===== config.mk =====
export PLATFORM = sky130hd
export DESIGN_NAME = uart_rx
export DESIGN_NICKNAME = d
export VERILOG_FILES = /design/src/rtl/uart_pkg.sv /design/src/rtl/uart_rx_tick_gen.sv /design/src/rtl/uart_rx.sv
export SDC_FILE = /design/constraint.sdc
export NUM_CORES = 1
export LEC_CHECK = 0
export BUFFER_PORTS_ARGS = -buffer_cell sky130_fd_sc_hd__buf_2
export CAP_MARGIN = 20
export CORE_MARGIN = 1.5
export CORE_UTILIZATION = 60
export CTS_CLUSTER_SIZE = 24
export DETAILED_ROUTE_END_ITERATION = 8
export GPL_ROUTABILITY_DRIVEN = 0
export GPL_TIMING_DRIVEN = 1
export PLACE_DENSITY = 0.81
export SLEW_MARGIN = 20
export SYNTH_ARGS = -nofsm -noshare
export SYNTH_HDL_FRONTEND = slang
export SYNTH_SLANG_ARGS = --single-unit

===== constraint.sdc =====
create_clock -name clk_i -period 2.5 [get_ports clk_i]
set_input_delay 0.375 -clock clk_i [delete_from_list [all_inputs] [get_ports clk_i]]
set_output_delay 0.375 -clock clk_i [all_outputs]
set_load 0.01 [all_outputs]

===== src/rtl/uart_pkg.sv =====
`default_nettype none
// ---------------------------------------------------------------------------
// uart_pkg : shared UART receiver types, defaults and tick-divider helper. rev 1.0
// ---------------------------------------------------------------------------
package uart_pkg;

   typedef enum logic [2:0] {
      ST_IDLE  = 3'd0,
      ST_START = 3'd1,
      ST_DATA  = 3'd2,
      ST_STOP  = 3'd3,
      ST_BREAK = 3'd4
   } rx_state_e;

   localparam int UART_DW         = 8;
   localparam int UART_OVERSAMPLE = 16;

   function automatic int tick_div(input real clock, input real baud, input int os);
      return $rtoi(clock / (baud * os));
   endfunction

endpackage
`default_nettype wire


===== src/rtl/uart_rx_tick_gen.sv =====
`default_nettype none
// ---------------------------------------------------------------------------
// uart_rx_tick_gen : oversample tick divider with synchronous restart. rev 1.0
// ---------------------------------------------------------------------------
module uart_rx_tick_gen #(
   parameter int TICK_DIV = 10
) (
   input  logic clk_i,
   input  logic rst_i,
   input  logic restart_i,
   output logic tick_o
);

   localparam int            CW     = (TICK_DIV > 1) ? $clog2(TICK_DIV) : 1;
   localparam logic [CW-1:0] C_LAST = CW'(TICK_DIV - 1);

   logic [CW-1:0] cnt_q, cnt_d;
   logic          wrap;

   always_comb begin
      wrap   = (cnt_q == C_LAST);
      cnt_d  = cnt_q + 1'b1;
      if (restart_i || wrap) begin
         cnt_d = '0;
      end
      tick_o = wrap && !restart_i;
   end

   always_ff @(posedge clk_i) begin
      if (rst_i) begin
         cnt_q <= '0;
      end else begin
         cnt_q <= cnt_d;
      end
   end

endmodule
`default_nettype wire


===== src/rtl/uart_rx.sv =====
`default_nettype none
// ---------------------------------------------------------------------------
// uart_rx : oversampling UART receiver with ready/read handshake. rev 1.0
// ---------------------------------------------------------------------------
module uart_rx
   import uart_pkg::*;
#(
   parameter int  DW         = UART_DW,
   parameter real CLOCK      = 100e6,
   parameter real BAUD_RATE  = 115200,
   parameter int  OVERSAMPLE = UART_OVERSAMPLE,
   parameter int  TICK_DIV   = tick_div(CLOCK, BAUD_RATE, OVERSAMPLE)
) (
   input  logic          clk_i,
   input  logic          rst_i,
   input  logic          cs,
   input  logic          Rx,
   input  logic          rd_i,
   output logic [DW-1:0] data_o,
   output logic          rx_ready_o,
   output logic          data_valid_o,
   output logic          frame_err_o,
   output logic          overrun_o
);

   localparam int              TC_W       = $clog2(OVERSAMPLE);
   localparam int              BI_W       = (DW > 1) ? $clog2(DW) : 1;
   localparam logic [TC_W-1:0] C_HALF_M1  = TC_W'(OVERSAMPLE / 2 - 1);
   localparam logic [TC_W-1:0] C_OS_M1    = TC_W'(OVERSAMPLE - 1);
   localparam logic [BI_W-1:0] C_LAST_BIT = BI_W'(DW - 1);

   rx_state_e       state_q, state_d;
   logic [1:0]      sync_q, sync_d;
   logic [TC_W-1:0] tick_cnt_q, tick_cnt_d;
   logic [BI_W-1:0] bit_idx_q, bit_idx_d;
   logic [DW-1:0]   shift_q, shift_d;
   logic [DW-1:0]   data_q, data_d;
   logic            rx_ready_q, rx_ready_d;
   logic            overrun_q, overrun_d;
   logic            data_valid_q, data_valid_d;
   logic            frame_err_q, frame_err_d;
   logic            rx_s, tick, restart, good;

   assign rx_s = sync_q[1];

   uart_rx_tick_gen #(
      .TICK_DIV (TICK_DIV)
   ) u_tick_gen (
      .clk_i     (clk_i),
      .rst_i     (rst_i),
      .restart_i (restart),
      .tick_o    (tick)
   );

   always_comb begin
      sync_d       = {sync_q[0], Rx};
      state_d      = state_q;
      tick_cnt_d   = tick_cnt_q;
      bit_idx_d    = bit_idx_q;
      shift_d      = shift_q;
      data_d       = data_q;
      rx_ready_d   = rx_ready_q;
      overrun_d    = overrun_q;
      data_valid_d = 1'b0;
      frame_err_d  = 1'b0;
      restart      = 1'b0;
      good         = 1'b0;

      if (!cs) begin
         state_d    = ST_IDLE;
         tick_cnt_d = '0;
         bit_idx_d  = '0;
         restart    = 1'b1;
      end else begin
         case (state_q)
            ST_IDLE: begin
               // restart aligns every sample point to the detected start edge
               if (!rx_s) begin
                  state_d    = ST_START;
                  tick_cnt_d = '0;
                  restart    = 1'b1;
               end
            end
            ST_START: begin
               if (tick) begin
                  if (tick_cnt_q == C_HALF_M1) begin
                     tick_cnt_d = '0;
                     bit_idx_d  = '0;
                     state_d    = rx_s ? ST_IDLE : ST_DATA;
                  end else begin
                     tick_cnt_d = tick_cnt_q + 1'b1;
                  end
               end
            end
            ST_DATA: begin
               if (tick) begin
                  if (tick_cnt_q == C_OS_M1) begin
                     tick_cnt_d      = '0;
                     shift_d         = shift_q >> 1;
                     shift_d[DW-1]   = rx_s;
                     if (bit_idx_q == C_LAST_BIT) begin
                        bit_idx_d = '0;
                        state_d   = ST_STOP;
                     end else begin
                        bit_idx_d = bit_idx_q + 1'b1;
                     end
                  end else begin
                     tick_cnt_d = tick_cnt_q + 1'b1;
                  end
               end
            end
            ST_STOP: begin
               if (tick) begin
                  if (tick_cnt_q == C_OS_M1) begin
                     tick_cnt_d = '0;
                     if (rx_s) begin
                        good    = 1'b1;
                        state_d = ST_IDLE;
                     end else begin
                        frame_err_d = 1'b1;
                        state_d     = ST_BREAK;
                     end
                  end else begin
                     tick_cnt_d = tick_cnt_q + 1'b1;
                  end
               end
            end
            ST_BREAK: begin
               if (rx_s) begin
                  state_d = ST_IDLE;
               end
            end
            default: state_d = ST_IDLE;
         endcase

         // a read landing on the completion cycle consumes the old byte, so no overrun
         if (good) begin
            data_d       = shift_q;
            data_valid_d = 1'b1;
            rx_ready_d   = 1'b1;
            overrun_d    = rx_ready_q & ~rd_i;
         end else if (rd_i && rx_ready_q) begin
            rx_ready_d = 1'b0;
            overrun_d  = 1'b0;
         end
      end
   end

   always_ff @(posedge clk_i) begin
      if (rst_i) begin
         sync_q       <= 2'b11;
         state_q      <= ST_IDLE;
         tick_cnt_q   <= '0;
         bit_idx_q    <= '0;
         shift_q      <= '0;
         data_q       <= '0;
         rx_ready_q   <= 1'b0;
         overrun_q    <= 1'b0;
         data_valid_q <= 1'b0;
         frame_err_q  <= 1'b0;
      end else begin
         sync_q       <= sync_d;
         state_q      <= state_d;
         tick_cnt_q   <= tick_cnt_d;
         bit_idx_q    <= bit_idx_d;
         shift_q      <= shift_d;
         data_q       <= data_d;
         rx_ready_q   <= rx_ready_d;
         overrun_q    <= overrun_d;
         data_valid_q <= data_valid_d;
         frame_err_q  <= frame_err_d;
      end
   end

   assign data_o       = data_q;
   assign rx_ready_o   = rx_ready_q;
   assign overrun_o    = overrun_q;
   assign data_valid_o = data_valid_q;
   assign frame_err_o  = frame_err_q;

endmodule
`default_nettype wire


==> metrics.txt, run 1 <==
status completed; hold crit path type input pin to register; r2r worst-path depth 6; DR iter-0 viols 22; CTS sink count 38; #FFs+latches synth 38; Vias/cell 5.628; CP max-delay cell and3_1; Cells after Synth 186; total CTS buffers 5; DRT Wirelength 3029 um; critical path type register to register; FFs w/ async S/R, synth 0%; Chip Height 56.47 um; H-tree Lvls 2; Worst Path Buf+Inv 0; Achievable Freq 478.7 MHz; register area share after synthesis 44.35%; Post-synth EDFFs 0; Die ar. 3189 um^2; Row Count 19; largest net degree at the start of global routing 24; Worst path depth 6; WHS Path Cells 2; Hold-fix buffers, CTS 0; final net count 209; Startpoint Class register; Layout area overhead 6.419%; TritonCTS clock tree built; Setup Skew 0.007619 ns; Syn. warnings 0; first-pass GRT wire length 5409 um; initial cell density of the core 62.75%; GR Overflow Total 0; slew margin rel. 57.11%; WP data required 2.73 ns; antenna violations before repair 0; placed cell count 223; worst vdd ir 0.0005605 V; DRT Pass-1 Iters 4; Worst-Skew Late Latency 0.34 ns; io pins 17; CP Max Fanout 12; Resized Gates After CTS 0; postcts setup bufs 0; Post-DP HPWL 2187 um; total vias in the final route 1300; Worst Max-Slew Pin Slew 0.6434 ns; post-synth cell types 39; critical path's top delay family simple AND/OR/NAND/NOR gates; syn_nets 196; Arrival @ worst endpoint 2.32 ns; Final Core Density 66.77%; Wirelength per Cell 13.11 um; leakage 0.0007156 uW; Clock Path Buffers 2; I/O Buffers 16; most used cell, CP and3_1; RSZ-0062 raised after global routing false; antenna viol nets, final 0; fill count 214; Final Max Slew Viols 0; total core area 2734 um^2; crit path cell chain ha_1, and4b_4, and3_1, and3_1, mux2i_1, a211oi_2; All-Layer GR Usage 21.86%; layout cells sized above 1 14.00%; DRC Markers 0; Most used DFF post-synth dfxtp_1; crit share post-route 83.55%; Final setup viols 0; total of max-cap violations 0; non-filler cells, final 231; Die Wd 56.47 um; power density over cell area 533.8 nW/um^2; delay of the slowest critical-path stage 0.57 ns; Root Buffer clkbuf_4; post-route setup TNS 0 ns; Mapped Area 1715 um^2; CP Capture Type register; crit path time final 2.089 ns; Syn Area/Cell 9.223 um^2; final hold vios 0; vias in the first global route 1298; clock transition at the registers of the reported paths 0.11 ns; antenna diode count 0
## stage by stage
stage	instance area [um^2]	total power, uW	hold slack (ns)	setup slack (ns)
floorplan	1715	652.2	0.3895	0.8390
global placement	1765	660.1	0.3947	0.5104
detailed placement	1765	662.3	0.3949	0.4114
CTS	1826	984.8	0.2051	0.4068
global route	1826	1015	0.2043	0.2527
finish	1826	974.4	0.2121	0.4111
## path summary, 6_finish.rpt
check                                                    start  slack, ns                      to
worst max-delay path            u_tick_gen.cnt_q[0]$_SDFF_PP0_       0.41  overrun_o$_SDFFE_PP0P_
worst max register to register  u_tick_gen.cnt_q[0]$_SDFF_PP0_       0.41  overrun_o$_SDFFE_PP0P_
worst min register to register            sync_q[0]$_SDFF_PP1_       0.42    sync_q[1]$_SDFF_PP1_
worst min-delay path                                        Rx       0.21    sync_q[0]$_SDFF_PP1_
## registers in the layout, summed over array words and instances, names as in the netlist
signal	count
state_q	3
bit_idx_q	3
rx_ready_o	1
data_o	8
tick_cnt_q	4
u_tick_gen.cnt_q	6
data_valid_o	1
shift_q	8
sync_q	2
overrun_o	1
frame_err_o	1
## worst register-to-register path: stages (launching register included)
cell	delay, ns
dfxtp_1	0.42
ha_1	0.19
and4b_4	0.27
and3_1	0.17
and3_1	0.57
mux2i_1	0.29
a211oi_2	0.06
## where the power goes
group	switching [uW]	total, uW	internal (uW)
combinational	21.6	34.6	12.9
sequential	5.19	614	609
clock	190	326	136
total	216	974	758
## metal layers
metal,share of wire (%),vias up,track usage [%]
met3,3.2,7,7.373
met5,0,-,0
met4,2.1,0,10.88
met2,51,16,37.54
met1,44,607,23.75
li1,-,670,-
## placed cells by master (no fill, tap or decap)
| master | n |
|---|---|
| a22oi_1 | 1 |
| nor2b_1 | 5 |
| a211o_1 | 1 |
| o21ai_1 | 1 |
| or2_2 | 2 |
| o21ai_0 | 4 |
| a31oi_1 | 1 |
| inv_1 | 2 |
| nor4b_1 | 1 |
| mux2i_1 | 20 |
| clkinv_2 | 1 |
| nor4_1 | 1 |
| and2_1 | 5 |
| nor3_1 | 4 |
| and4b_4 | 1 |
| a211oi_2 | 1 |
| or3_1 | 2 |
| xor2_1 | 4 |
| nand2b_1 | 4 |
| nor2_1 | 28 |
| nand3_1 | 9 |
| a221oi_1 | 1 |
| a221oi_2 | 1 |
| nand2_1 | 11 |
| clkbuf_8 | 1 |
| a21oi_1 | 10 |
| clkbuf_4 | 5 |
| clkbuf_1 | 1 |
| dfxtp_1 | 38 |
| or2_1 | 2 |
| ha_1 | 5 |
| and3_1 | 4 |
| or4_1 | 1 |
| xnor2_1 | 2 |
| nand4_1 | 1 |
| a21o_1 | 2 |
| buf_2 | 16 |
| or4b_1 | 1 |
## synthesized netlist by cell type, drive strengths merged (3+ instances only)
cell type,n,area [um^2]
nand2b,4,25.02
nor3,4,20.02
a21oi,10,50.05
clkbuf,3,11.26
nor2b,5,31.28
or2,4,25.02
and3,4,25.02
ha,5,62.56
mux2i,20,200.2
dfxtp,38,760.7
xor2,4,35.03
nor2,28,105.1
o21ai,5,25.02
buf,7,57.55
and2,5,31.28
nand3,9,45.04
nand2,11,41.29
## final cells by class
type | count | area (um^2) | share of cell area [%]
clock buffer | 7 | 55.05 | 3.016
clock inverter | 1 | 5.005 | 0.2742
inverter | 2 | 7.507 | 0.4112
multi-input combinational | 136 | 878.3 | 48.12
sequential | 38 | 760.7 | 41.67
tap | 31 | 38.79 | 2.125
timing repair buffer | 16 | 80.08 | 4.387
## cells by family after synthesis
group,Yosys count,share of synthesized area (%)
multiplexers,20,11.67
AO/OA/AOI/OAI,23,8.680
buffers and inverters,12,4.449
XOR/XNOR,6,3.063
flip-flops,38,44.35
adder cells (fa/ha/maj),5,3.647
AND/OR/NAND/NOR,82,24.14
Power figures use the tool's default switching activity.
==> run 2: changes to the inputs <==
- CORE_UTILIZATION: 60 -> 57
- PLACE_DENSITY: 0.81 -> 0.77
- clock period: 2.5 -> 1.98 ns (I/O delays scaled with it)
==> metrics.txt, run 2 (synthesis results as in run 1) <==
postcts setup bufs 0 (unchanged); Vias/cell 5.689 (+1.1%); CP max-delay cell or4b_1; Clock Path Buffers 2 (unchanged); Resized Gates After CTS 0 (unchanged); Multi-input gate area 878.3 um^2 (unchanged); DR iter-0 viols 73 (+230%); largest net degree at the start of global routing 23 (-4.2%); hold crit path type input pin to register; Worst-Skew Late Latency 0.36 ns (+0.02 ns); CTS sink count 38 (unchanged); crit path cell chain ha_1, ha_1, or4b_1, nand3_1, a221oi_1, nand2_1, mux2i_1; All-Layer GR Usage 22.55% (+0.69 points); crit path time final 1.879 ns (-0.2096 ns); Final Max Slew Viols 0 (unchanged); first-pass GRT wire length 5609 um (+3.7%); layout cells sized above 1 16.18% (+2.2 points); DRC Markers 2 (+2); delay of the slowest critical-path stage 0.50 ns (-0.07 ns); power density over cell area 774.2 nW/um^2 (+45%); Register Area 760.7 um^2 (unchanged); WHS 0.1136 ns (-0.09853 ns); Layout area overhead 11.60%; critical path type register to register; Chip Height 57.86 um (+2.5%); Row Count 19 (unchanged); status complete, but fails checks; GR Overflow Total 0 (unchanged); total core area 2805 um^2 (+2.6%); initial cell density of the core 61.15% (-1.6 points); CP Capture Type register; antenna violations before repair 0 (unchanged); DRT Pass-1 Iters 6 (+2); Arrival @ worst endpoint 2.15 ns (-0.17 ns); Achievable Freq 532.1 MHz (+11%); commonest non-fill, non-tap cell in the layout dfxtp_1; WP data required 2.25 ns (-0.48 ns); post-route setup TNS 0 ns (unchanged); H-tree Lvls 2 (unchanged); slew margin rel. 71.54% (+14 points); Final setup viols 0 (unchanged); Startpoint Class register; CP Max Fanout 3 (-9); Worst Max-Slew Pin Slew 0.4240 ns (-0.2194 ns); antenna viol nets, final 0 (unchanged); I/O Buffers 16 (unchanged); worst vdd ir 0.0005472 V (-2.4%); leakage 0.0007595 uW (+6.1%); most used cell, CP ha_1; Hold-fix buffers, CTS 0 (unchanged); Die Wd 57.86 um (+2.5%); Wirelength per Cell 14.27 um (+8.8%); Post-DP HPWL 2413 um (+10%); total vias in the final route 1337 (+2.8%); RSZ-0062 raised after global routing false; vias in the first global route 1254 (-3.4%); fill count 250 (+17%); Setup Skew 0.01126 ns (+0.003641 ns); antenna diode count 0 (unchanged); total of max-cap violations 0 (unchanged); crit share post-route 94.91% (+11 points); total CTS buffers 5 (unchanged); TritonCTS clock tree built; Final Power 1482 uW (+52%); final net count 213 (+1.9%); clock transition at the registers of the reported paths 0.12 ns (about the same); final hold vios 0 (unchanged); Die ar. 3348 um^2 (+5.0%); Root Buffer clkbuf_4; commonest non-fill, non-tap cells in the layout dfxtp_1, nor2_1, mux2i_1; io pins 17 (unchanged); failing checks DRC; DRT Wirelength 3354 um (+11%)
-- run 2: per-stage QoR --
step	worst slack [ns]	area (um^2)	cells	util [%]
2_1_floorplan	0.3190	1715	186	-
3_3_place_gp	0.2550	1808	227	64.45
3_5_place_dp	0.1460	1808	227	64.45
4_1_cts	0.1015	1914	235	68.24
5_1_grt	0.01272	1914	235	68.24
6_report	0.1008	1914	235	68.24
-- run 2: area by class of cell --
class / count / area share, %
clock buffer: 5 / 1.961
timing repair buffer: 20 / 6.405
sequential: 38 / 39.74
tap: 31 / 2.026
multi-input combinational: 136 / 45.88
clock inverter: 3 / 3.595
inverter: 2 / 0.3922
-- run 2: path summary, 6_finish.rpt --
path | cells past startpoint | from | end | slack (ns)
worst min register to register | 1 | sync_q[0]$_SDFF_PP1_ | sync_q[1]$_SDFF_PP1_ | 0.45
worst max-delay path | 7 | bit_idx_q[0]$_SDFFE_PP0P_ | state_q[1]$_SDFFE_PP0P_ | 0.10
worst max register to register | 7 | bit_idx_q[0]$_SDFFE_PP0P_ | state_q[1]$_SDFFE_PP0P_ | 0.10
worst min-delay path | 2 | Rx | sync_q[0]$_SDFF_PP1_ | 0.11
-- run 2: report_power, final --
| part | switching (uW) | internal (uW) |
|---|---|---|
| Sequential | 6.69 | 769 |
| Combinational | 29.2 | 17.8 |
| Clock | 265 | 395 |
| Total | 301 | 1180 |
-- run 2: critical path, delay by kind of cell, from the launching register on --
kind | cells | cell delay, ns
and+or+nand+nor | 3 | 0.78
DFF | 1 | 0.34
muxes | 1 | 0.23
AOI/OAI and AO/OA | 1 | 0.09
adders and majority gates | 2 | 0.38
-- run 2: per-layer routing --
layer / global-route usage, % / vias up / routed length, um
li1: - / 675 / -
met5: 0 / - / 0
met4: 10.30 / 0 / 64
met3: 6.027 / 7 / 130
met1: 27.23 / 624 / 1489
met2: 37.50 / 31 / 1670
